`src/rtl/roi_stream_ctrl.sv`:
```
// rtl/roi_stream_ctrl.sv - ROI frame sequencer: feeds sobel_conv, flushes it, and
// turns max_mask result beats into addressed writes over the unmasked region.
module roi_stream_ctrl #(
    parameter int ROI_SIZE             = 64,
    parameter int PORT_BITS            = 128,
    parameter int IN_WIDTH             = 8,
    parameter int OUT_WIDTH            = 12,
    parameter int MASK_SIZE            = 6,
    parameter int PIXELS_OUT_PER_CYCLE = 2,
    parameter int FLUSH_MAX            = 1024,
    localparam int AW                  = $clog2(ROI_SIZE*ROI_SIZE)
) (
    input  logic                                      clk,
    input  logic                                      rst_n,
    input  logic                                      clk_en,
    input  logic                                      start,
    output logic                                      busy,
    output logic                                      done,
    output logic                                      err,
    input  logic                                      src_valid,
    input  logic [PORT_BITS-1:0]                      src_data,
    output logic                                      src_ready,
    input  logic                                      conv_ready,
    output logic [PORT_BITS-1:0]                      conv_din,
    output logic                                      dp_clk_en,
    input  logic                                      res_valid,
    input  logic [PIXELS_OUT_PER_CYCLE*OUT_WIDTH-1:0] res_data,
    output logic                                      wr_en,
    output logic [AW-1:0]                             wr_addr,
    output logic [PIXELS_OUT_PER_CYCLE*OUT_WIDTH-1:0] wr_data
);
    localparam int P     = PIXELS_OUT_PER_CYCLE;
    localparam int RW    = P*OUT_WIDTH;
    localparam int WORDS = ROI_SIZE*ROI_SIZE*IN_WIDTH/PORT_BITS;
    localparam int WCW   = $clog2(WORDS+1);
    localparam int CW    = $clog2(ROI_SIZE+1);
    localparam int IW    = $clog2(FLUSH_MAX+1);

    localparam logic [WCW-1:0] W_LAST     = WCW'(WORDS-1);
    localparam logic [WCW-1:0] W_ONE      = WCW'(1);
    localparam logic [CW-1:0]  C_P        = CW'(P);
    localparam logic [CW-1:0]  C_ROI      = CW'(ROI_SIZE);
    localparam logic [CW-1:0]  C_MASK     = CW'(MASK_SIZE);
    localparam logic [CW-1:0]  C_LAST_ROW = CW'(ROI_SIZE-1);
    localparam logic [CW-1:0]  C_ONE      = CW'(1);
    localparam logic [AW-1:0]  A_START    = AW'(ROI_SIZE*MASK_SIZE+MASK_SIZE);
    localparam logic [AW-1:0]  A_P        = AW'(P);
    localparam logic [AW-1:0]  A_WRAP     = AW'(P+MASK_SIZE);
    localparam logic [IW-1:0]  I_LAST     = IW'(FLUSH_MAX-1);
    localparam logic [IW-1:0]  I_ONE      = IW'(1);

    if (((ROI_SIZE-MASK_SIZE) % PIXELS_OUT_PER_CYCLE != 0) || (PORT_BITS % IN_WIDTH != 0)) begin : g_param_check
        $error("roi_stream_ctrl: unsupported parameter combination");
    end

    typedef enum logic [1:0] {S_IDLE, S_FEED, S_FLUSH, S_DONE} state_t;

    state_t          r_state;
    state_t          w_state_nxt;
    logic            w_accept;
    logic            w_timeout;
    logic            w_active;
    logic            w_beat;
    logic            w_row_end;
    logic [WCW-1:0]  r_word_cnt;
    logic [CW-1:0]   r_row;
    logic [CW-1:0]   r_col;
    logic [AW-1:0]   r_out_idx;
    logic [IW-1:0]   r_idle_cnt;
    logic            r_err;
    logic            r_last_wr;
    logic            r_wr_en;
    logic [AW-1:0]   r_wr_addr;
    logic [RW-1:0]   r_wr_data;

    assign w_active  = (r_state == S_FEED) || (r_state == S_FLUSH);
    // r_last_wr closes the result window so done lands the cycle after the final write
    assign w_beat    = w_active && clk_en && res_valid && !r_last_wr;
    assign w_row_end = (r_col + C_P) == C_ROI;

    assign src_ready = (r_state == S_FEED) && clk_en && conv_ready && src_valid;
    assign conv_din  = (r_state == S_FEED) ? src_data : '0;
    assign dp_clk_en = clk_en && !((r_state == S_FEED) && conv_ready && !src_valid);
    assign busy      = w_active;
    assign done      = (r_state == S_DONE);
    assign err       = r_err;
    assign wr_en     = r_wr_en;
    assign wr_addr   = r_wr_addr;
    assign wr_data   = r_wr_data;

    always_comb begin
        w_state_nxt = r_state;
        w_accept    = 1'b0;
        w_timeout   = 1'b0;
        case (r_state)
            S_IDLE: begin
                if (start && clk_en) begin
                    w_state_nxt = S_FEED;
                    w_accept    = 1'b1;
                end
            end
            S_FEED: begin
                if (clk_en) begin
                    if (r_last_wr)
                        w_state_nxt = S_DONE;
                    else if (src_ready && (r_word_cnt == W_LAST))
                        w_state_nxt = S_FLUSH;
                end
            end
            S_FLUSH: begin
                if (clk_en) begin
                    if (r_last_wr) begin
                        w_state_nxt = S_DONE;
                    end else if (!res_valid && (r_idle_cnt == I_LAST)) begin
                        w_state_nxt = S_DONE;
                        w_timeout   = 1'b1;
                    end
                end
            end
            S_DONE: begin
                if (clk_en)
                    w_state_nxt = S_IDLE;
            end
            default: w_state_nxt = S_IDLE;
        endcase
    end

    always_ff @(posedge clk or negedge rst_n) begin
        if (!rst_n)
            r_state <= S_IDLE;
        else
            r_state <= w_state_nxt;
    end

    always_ff @(posedge clk or negedge rst_n) begin
        if (!rst_n) begin
            r_word_cnt <= '0;
            r_row      <= '0;
            r_col      <= '0;
            r_out_idx  <= '0;
            r_idle_cnt <= '0;
            r_err      <= 1'b0;
            r_last_wr  <= 1'b0;
            r_wr_en    <= 1'b0;
            r_wr_addr  <= '0;
            r_wr_data  <= '0;
        end else begin
            r_wr_en <= w_beat;
            if (w_accept) begin
                r_word_cnt <= '0;
                r_row      <= C_MASK;
                r_col      <= C_MASK;
                r_out_idx  <= A_START;
                r_idle_cnt <= '0;
                r_err      <= 1'b0;
                r_last_wr  <= 1'b0;
            end else begin
                if (src_ready)
                    r_word_cnt <= r_word_cnt + W_ONE;
                if (w_beat) begin
                    r_wr_addr  <= r_out_idx;
                    r_wr_data  <= res_data;
                    r_idle_cnt <= '0;
                    if (w_row_end) begin
                        r_col     <= C_MASK;
                        r_row     <= r_row + C_ONE;
                        r_out_idx <= r_out_idx + A_WRAP;
                        if (r_row == C_LAST_ROW)
                            r_last_wr <= 1'b1;
                    end else begin
                        r_col     <= r_col + C_P;
                        r_out_idx <= r_out_idx + A_P;
                    end
                end else if (clk_en && (r_state == S_FLUSH) && !r_last_wr) begin
                    r_idle_cnt <= r_idle_cnt + I_ONE;
                end
                if (w_timeout)
                    r_err <= 1'b1;
                if (clk_en && (r_state == S_DONE))
                    r_last_wr <= 1'b0;
            end
        end
    end

endmodule

```
`config.mk`:
```
export PLATFORM = sky130hd
export DESIGN_NAME = roi_stream_ctrl
export DESIGN_NICKNAME = d
export VERILOG_FILES = /design/src/rtl/roi_stream_ctrl.sv
export SDC_FILE = /design/constraint.sdc
export NUM_CORES = 1
export LEC_CHECK = 0
export ABC_AREA = 0
export CAP_MARGIN = 10
export CORE_AREA = 2 2 130 132
export CTS_BUF_LIST = sky130_fd_sc_hd__clkbuf_16
export CTS_CLUSTER_DIAMETER = 50
export DETAILED_ROUTE_END_ITERATION = 10
export DIE_AREA = 0 0 132 134
export PLACE_DENSITY_LB_ADDON = 0.08
export SLEW_MARGIN = 20
export SYNTH_ARGS = -nofsm -noshare
export SYNTH_HDL_FRONTEND = slang
export SYNTH_SLANG_ARGS = --single-unit
```
`constraint.sdc`:
```
create_clock -name clk -period 2.4 [get_ports clk]
set_input_delay 0.24 -clock clk [delete_from_list [all_inputs] [get_ports clk]]
set_output_delay 0.24 -clock clk [all_outputs]
set_load 0.01 [all_outputs]
```
==> metrics.yaml <==
timing:
  fin_tns_setup_ns: 0
  rsz0062_at_grt: "false"
  fin_skew_ns: 0.00897
  finalWorstSetupSlack_ns: 0.143
  fin_crit_sh_pct: 94.0
  setup_viol: 0
  slew_viol_final: 0
  hold_viol_final: 0
  timing.fmax_mhz: 443
  fin_crit_ns: 2.26
power:
  p_leak_nw: 3.61
  vdd_ir_drop_max_mv: 0.538
  power_density_nw_per_um2: 947
setup_path:
  critPathCaptureType: "flop"
  arrival_ns: 2.51
  crit_required_ns: 2.65
  worstSetupStartpointType: "flop"
  critPathMaxStageDelay_ns: 0.40
  critPathSlowestCell: "or3b_4"
  critical_path_class: "reg2reg"
  worstPathCellList: "ha_1, and3_4, or3b_4, a211oi_4, buf_4, nand3_1, o21ba_2, a211oi_2"
  crit_fanout: 6
global_route:
  grt_pass1_wl_um: 27500
  grt_max_degree: 58
  grt_pass1_vias: 4714
  grt_overflow: 0
  grtUsageTotal_pct: 19.9
  antenna_found_initial: 8
yosys:
  synth_seq_cells: 84
  syn_inst: 495
  synth_area_um2: 4790
  yosys_warnings: 0
  ys.flop_type: "dfrtp_1"
  synth_cell_type_count: 50
  syn_nets: 665
  ys_seq_area_share_pct: 43.9
  syn_avg_cell_area_um2: 9.67
  synth_edf_count: 0
  synthArstFlopShare_pct: 100
clock_tree:
  clkTransAtPathRegs_ns: 0.06
  numCtsBuffers: 9
  clock-sinks: 84
  cts-root-buf: "clkbuf_16"
  clock_latency_ns: 0.33
  cts_tree: "yes"
  ctsHtreeMaxLevel: 3
  clock_path_buffers: 2
floorplanning:
  ios: 329
  design.core.area_um2: 16300
  die_area_um2: 17700
  die_w_um: 132
  start_util_pct: 29.4
  row_count: 47
  dieHeight_um: 134
cells_and_area:
  layout-drive-gt1-share_pct: 10.1
  fin_nets: 996
  areaGrowthSynthToFinish_pct: 83.7
  final-instance-count-excl-fill: 1055
run_status:
  outcome: "finished clean"
flow_run:
  cap_violations: 0
routing:
  drtIter0Drc: 138
  wl_per_cell_um: 17.2
  firstDrtPassIters: 6
  drc_errors: 0
  ant_nets: 0
  vias: 4815
  routed_wl_um: 18100
  vias_per_cell: 4.56
placed_design:
  hpwlAfterDp_um: 14900
  dp_cells: 1032
  io_buffer_count: 327
  dp_slack_ns: 0.00705
  gp_congestion: 0.854
min_path:
  hp-class: "in2async"
## critical path, delay by kind of cell, from the launching register on
family	cells	cell delay [ns]
flops	1	0.38
fa+ha+maj	1	0.21
compound gates	3	0.71
simple gates	3	0.70
buf+inv	1	0.19
## flip-flops by register name, indices dropped and copies added (netlist names)
register	count
r_row	7
r_col	6
r_out_idx	11
r_state	2
wr_addr	11
r_idle_cnt	11
wr_data	24
wr_en	1
r_word_cnt	9
r_last_wr	1
err	1
## path summary, 6_finish.rpt
kind,to,depth (start not counted),startpoint,slack [ns]
min in group clk,r_out_idx[11],1,r_out_idx[11],0.49
worst min-delay path,r_col[6],2,rst_n,0.41
worst max register to register,r_last_wr,8,r_col[1],0.14
max in group asynchronous,r_row[1],3,rst_n,1.38
worst max-delay path,r_last_wr,8,r_col[1],0.14
worst min register to register,r_out_idx[11],1,r_out_idx[11],0.49
## cell type report
class                           instances  area (um2)
Antenna cell                            5        12.5
Clock buffer                            9         225
Clock inverter                          6         105
Fill cell                            1466        7490
Inverter                                4        15.0
Multi-Input combinational cell        379        2590
Sequential cell                        84        2100
Tap cell                              220         275
Timing Repair Buffer                  348        3470
## repair_timing
action | in CTS | in global routing
endpoints found under the setup margin | 55 | 55
resized for setup | 1 | 8
setup buffers | 0 | 2
cloned | 0 | 0
hold endpoints to repair | 34 | 0
pin swaps | 0 | 1
hold buffers | 1 | 0
## layout by cell type (no fill, tap or decap), types with 2 or more instances in the layout
master,n
buf_4,18
xnor2_1,10
dlymetal6s2s_1,2
a211oi_1,2
bufinv_16,3
clkdlybuf4s50_1,324
ha_1,10
o22a_1,3
nand2_1,30
a31oi_1,3
o41ai_1,2
o21a_1,2
diode_2,5
inv_1,4
nor4_1,2
nand4_1,7
and3b_1,2
nand3_1,21
and3_1,4
xor2_1,18
nor3_1,8
o31ai_1,2
and2_1,129
a21oi_1,7
buf_12,3
or3_1,3
nor2_1,40
mux2_2,35
nand2b_1,2
clkbuf_16,9
o21ai_0,11
o211ai_1,2
dfrtp_1,83
## where the power goes
group	switching [mW]	internal, mW	leakage [nW]
Clock	0.528	1.00	0.160
Combinational	2.02	2.69	2.38
Sequential	0.282	1.81	1.06
Total	2.83	5.51	3.61
## synthesized netlist by cell type, types with 4 or more instances
master    number  area, um2
dfrtp_1       84       2100
clkbuf_1      21       78.8
a21oi_1        8       40.0
o21ai_0       11       55.1
nand4_1        7       43.8
buf_1          4       15.0
nor3_1         8       40.0
nand2_1       30        113
nand3_1       21        105
ha_1          11        138
nor2_1        40        150
and3_1         4       25.0
xor2_1        18        158
and2_1       129        807
mux2_2        35        394
xnor2_1       10       87.6
inv_1          4       15.0
## kinds of logic after synthesis
| family | Yosys count | share of synthesized area, % |
|---|---|---|
| AND/OR/NAND/NOR | 255 | 29.6 |
| flip-flops | 84 | 43.9 |
| AO/OA/AOI/OAI | 48 | 7.32 |
| multiplexers | 36 | 8.44 |
| buffers and inverters | 32 | 2.69 |
| XOR/XNOR | 28 | 5.12 |
| adder cells (fa/ha/maj) | 11 | 2.87 |
| other | 1 | 0.0783 |
## metal layers
metal  GRT usage [%]  routed length [um]
met3            9.07                1760
met2            32.6                8590
met1            24.3                7510
met5               0                  52
met4            4.05                 214
## per-stage QoR
step / util, % / area (um2) / hold slack [ns] / power, mW
finish: 54.0 / 8800 / 0.408 / 8.33
global route: 53.9 / 8790 / 0.463 / 8.86
CTS: 53.7 / 8750 / 0.414 / 8.43
detailed placement: 51.5 / 8400 / 0.229 / 6.83
global placement: 51.5 / 8400 / 0.233 / 6.74
floorplan: - / 4790 / -0.0556 / 4.15
Power figures use the tool's default switching activity.
